===== src/rtl/updown_seq_arb.sv =====
// Two-requester arbiter driving a shared 3-bit up/down counter. Each grant runs
// len steps in the latched direction, then pulses done; abort and reset skip done.
// Ports: clk, rst (async, active-low), req/dir (per requester), len0/len1 (step
// counts), gnt (one-hot), busy, step (y moves next edge), done (pulse), y (count).
module updown_seq_arb (
    input  logic       clk,
    input  logic       rst,
    input  logic [1:0] req,
    input  logic [1:0] dir,
    input  logic [2:0] len0,
    input  logic [2:0] len1,
    output logic [1:0] gnt,
    output logic       busy,
    output logic       step,
    output logic [1:0] done,
    output logic [2:0] y
);

    typedef enum logic [1:0] {
        IDLE = 2'd0,
        RUN  = 2'd1,
        DONE = 2'd2
    } state_e;

    state_e     state_q, state_d;
    logic [2:0] y_q, y_d;
    logic [2:0] rem_q, rem_d;
    logic [1:0] gnt_q, gnt_d;
    logic       dir_l_q, dir_l_d;
    logic       last_q, last_d;
    logic       win;
    logic       active;

    // On a tie the requester served least recently wins.
    always_comb begin
        win = 1'b0;
        unique case (req)
            2'b01:   win = 1'b0;
            2'b10:   win = 1'b1;
            2'b11:   win = ~last_q;
            default: win = 1'b0;
        endcase
    end

    // Only the granted requester's req matters; dropping it aborts the run.
    assign active = |(req & gnt_q);

    always_comb begin
        state_d = state_q;
        y_d     = y_q;
        rem_d   = rem_q;
        gnt_d   = gnt_q;
        dir_l_d = dir_l_q;
        last_d  = last_q;
        step    = 1'b0;
        done    = 2'b00;
        unique case (state_q)
            IDLE: begin
                if (req != 2'b00) begin
                    gnt_d   = win ? 2'b10 : 2'b01;
                    dir_l_d = dir[win];
                    rem_d   = win ? len1 : len0;
                    state_d = (rem_d != 3'd0) ? RUN : DONE;
                end
            end
            RUN: begin
                if (active) begin
                    step  = 1'b1;
                    y_d   = dir_l_q ? (y_q + 3'd1) : (y_q - 3'd1);
                    rem_d = rem_q - 3'd1;
                    if (rem_q == 3'd1) begin
                        state_d = DONE;
                    end
                end else begin
                    state_d = IDLE;
                    gnt_d   = 2'b00;
                    rem_d   = 3'd0;
                    last_d  = gnt_q[1];
                end
            end
            DONE: begin
                done    = gnt_q;
                gnt_d   = 2'b00;
                last_d  = gnt_q[1];
                state_d = IDLE;
            end
            default: begin
                state_d = IDLE;
                gnt_d   = 2'b00;
            end
        endcase
    end

    always_ff @(posedge clk or negedge rst) begin
        if (!rst) begin
            state_q <= IDLE;
            y_q     <= 3'd0;
            rem_q   <= 3'd0;
            gnt_q   <= 2'b00;
            dir_l_q <= 1'b0;
            last_q  <= 1'b1;
        end else begin
            state_q <= state_d;
            y_q     <= y_d;
            rem_q   <= rem_d;
            gnt_q   <= gnt_d;
            dir_l_q <= dir_l_d;
            last_q  <= last_d;
        end
    end

    assign gnt  = gnt_q;
    assign y    = y_q;
    assign busy = (state_q != IDLE);

endmodule


===== config.mk =====
export PLATFORM = sky130hd
export DESIGN_NAME = updown_seq_arb
export DESIGN_NICKNAME = d
export VERILOG_FILES = /design/src/rtl/updown_seq_arb.sv
export SDC_FILE = /design/constraint.sdc
export NUM_CORES = 1
export LEC_CHECK = 0
export ABC_AREA = 1
export BUFFER_PORTS_ARGS = -buffer_cell sky130_fd_sc_hd__buf_4
export CORE_UTILIZATION = 53
export CTS_CLUSTER_SIZE = 12
export DETAILED_ROUTE_END_ITERATION = 6
export PLACE_DENSITY = 0.88
export SYNTH_ARGS = -nofsm -noshare
export SYNTH_HDL_FRONTEND = slang
export SYNTH_SLANG_ARGS = --single-unit

===== constraint.sdc =====
create_clock -name clk -period 3.3 [get_ports clk]
set_clock_uncertainty 0.15 [all_clocks]
set_input_delay 0.66 -clock clk [delete_from_list [all_inputs] [get_ports clk]]
set_output_delay 0.66 -clock clk [all_outputs]
set_load 0.01 [all_outputs]

==> impl_metrics.toml <==
[min_path]
worstHoldPathType = "in -> async"

[critical_path]
worstPathMaxFanout = 9
reg2regPathDepth = 7
critPathKind = "in -> out"
crit_chain = "buf_4, inv_1, o21ai_2, nand2_4, inv_2, buf_4"
endpoint = "step"
path_buf_inv = 4
crit_family = "buffers and inverters"
setup.worst_path.end_class = "output port"
crit_path_start = "req[0]"
worst_setup_path_start_kind = "input pin"
max_stage_delay_ns = 0.22
ff2ff_setup_slack_ns = 1.72
cp.required_ns = 2.49
r2r-end = "rem_q[0]"
critical_path_cell_count = 6
timing.rr.start = "last_q"
critical_path_arrival_ns = 1.36
worst_path_most_repeated_cell = "buf_4"
slowest_stage = "o21ai_2"

[die]
floorplan.die.width_um = 39.5
die_area_um2 = 1560
start_util_pct = 57.2
rows = 13
die_h_um = 39.5
core_area_um2 = 1300
io_pins = 21

[logic_synthesis]
yosys_warnings = 0
syn_area_per_cell_um2 = 7.67
synth_cell_types = 23
syn-num-nets = 112
synth-seq-area-share_pct = 40.5
netlist_instances = 97
synth_area_um2 = 744
synth-seq-cells = 12

[finish]
layout_common_cells = "nand2_1, buf_4, inv_1"
syn_to_final_growth_pct = 26.6
final_common_cell = "nand2_1"
num_antenna_cells = 0
drive_above_1_share_pct = 30.8
fin_nets = 136

[routing]
viasPerCell = 5.43
drt_iter0_drc = 21
drtPass1Iterations = 4
routedWlPerCell_um = 13.2
vias = 733
ant_nets = 0
drt_wl_total_um = 1790
drc = 0

[power_and_ir_drop]
p_clk_share_pct = 13.6
p_per_area_nw_per_um2 = 944
p_sw_share_pct = 44.8
internal_power_w = 0.000491
irDropWorstVdd_uv = 475
combPwrFrac_pct = 54.3
seqPwrFrac_pct = 32.1
cellLeakagePower_nw = 0.527
switchingPower_w = 0.000399

[timing]
setup_violations = 0
max_freq_ghz = 0.461
rsz0062_at_grt = "false"
max_slew_margin_pct = 82.7
worstMarginPinSlew_ns = 0.259
period_minus_slack_ns = 2.17
finalCritPeriodShare_pct = 65.7
final_hold_viol_count = 0
slew_viol_final = 0
fin_tns_setup_ns = 0
fin_ws_ns = 1.13

[clock_network]
cts_sinks = 12
cts_buffers = 3
postCtsHoldBufs = 0
htreeDepth = 1
cts.path.max_buffers = 2
clkTransAtPathRegs_ns = 0.08
postCtsResizedCells = 0
cts_setup_buffers = 0
cts_root_buffer = "clkbuf_4"
clock_latency_ns = 0.28
cts_tree = "yes"

[place]
gp_congestion = 0.839
hpwl_um = 1400
portBuffers = 20
dpl_worst_slack_ns = 1.15

[status]
status = "finished, final reports clean"

[global_route]
grt_pass1_vias = 666
grt_max_degree = 13
grt_remaining_overflow = 0
grt_pass1_wl_um = 2760
antenna_found_initial = 0
track_usage_pct = 27.6

[flow_run]
drv_cap = 0
registers in the layout, indices dropped and copies added (netlist names):
name / cells
gnt: 2
last_q: 1
y: 3
state_q: 2
dir_l_q: 1
rem_q: 3
logic make-up after synthesis:
family	Yosys count	synth area share (%)
adders and majority gates	3	6.05
buffers and inverters	21	11.1
xor gates and xnor gates	4	4.71
AOI/OAI and AO/OA	14	11.9
DFF	12	40.5
and+or+nand+nor	43	25.7
cell usage after synthesis (all sizes together):
cell type / number / area (um2)
a21oi: 3 / 18.8
buf: 1 / 7.51
dfrtp: 11 / 275
dfstp: 1 / 26.3
fa: 1 / 20.0
ha: 2 / 25.0
inv: 20 / 75.1
nand2: 25 / 104
nand3: 3 / 15.0
nand3b: 1 / 7.51
nand4: 1 / 6.26
nor2: 13 / 58.8
o21ai: 8 / 51.3
o22ai: 3 / 18.8
xnor2: 4 / 35.0
metal layers:
| metal | global-route usage [%] | part of all wire (%) | vias up |
|---|---|---|---|
| li1 | - | - | 345 |
| met1 | 28.5 | 38 | 331 |
| met2 | 50.0 | 52 | 49 |
| met3 | 7.39 | 6.4 | 8 |
| met4 | 13.8 | 3.8 | 0 |
| met5 | 0 | 0 | - |
per-stage QoR:
step / hold WS (ns) / std cells / power (W) / util [%] / cell area (um2)
2_1_floorplan: 0.214 / 97 / 0.000595 / - / 744
3_3_place_gp: 0.315 / 131 / 0.000711 / 69.6 / 906
3_5_place_dp: 0.321 / 131 / 0.000756 / 69.6 / 906
4_1_cts: 0.0645 / 135 / 0.000879 / 72.4 / 942
5_1_grt: 0.0527 / 135 / 0.000950 / 72.4 / 942
6_report: 0.0564 / 135 / 0.000890 / 72.4 / 942
how the worst min path moves through the flow:
stage,start,endpoint
after floorplan,rst,dir_l_q
after global placement,y[2],y[2]
after detailed placement,y[2],y[2]
after CTS,rst,y[1]
after global routing,rst,y[1]
final,rst,y[2]
cell type report:
class	count	area, um2
Multi-Input combinational cell	64	360
Fill cell	104	359
Sequential cell	12	302
Timing Repair Buffer	20	150
Inverter	20	75.1
Clock buffer	4	36.3
Tap cell	15	18.8
power groups by stage:
stage / registers [W] / clock network, W / logic, W
floorplan: 0.000285 / 0 / 0.000309
global placement: 0.000281 / 0 / 0.000429
detailed placement: 0.000287 / 0 / 0.000469
CTS: 0.000284 / 0.000119 / 0.000477
global route: 0.000291 / 0.000128 / 0.000531
finish: 0.000286 / 0.000121 / 0.000483
Note: power is estimated with default switching activity, not from simulation.
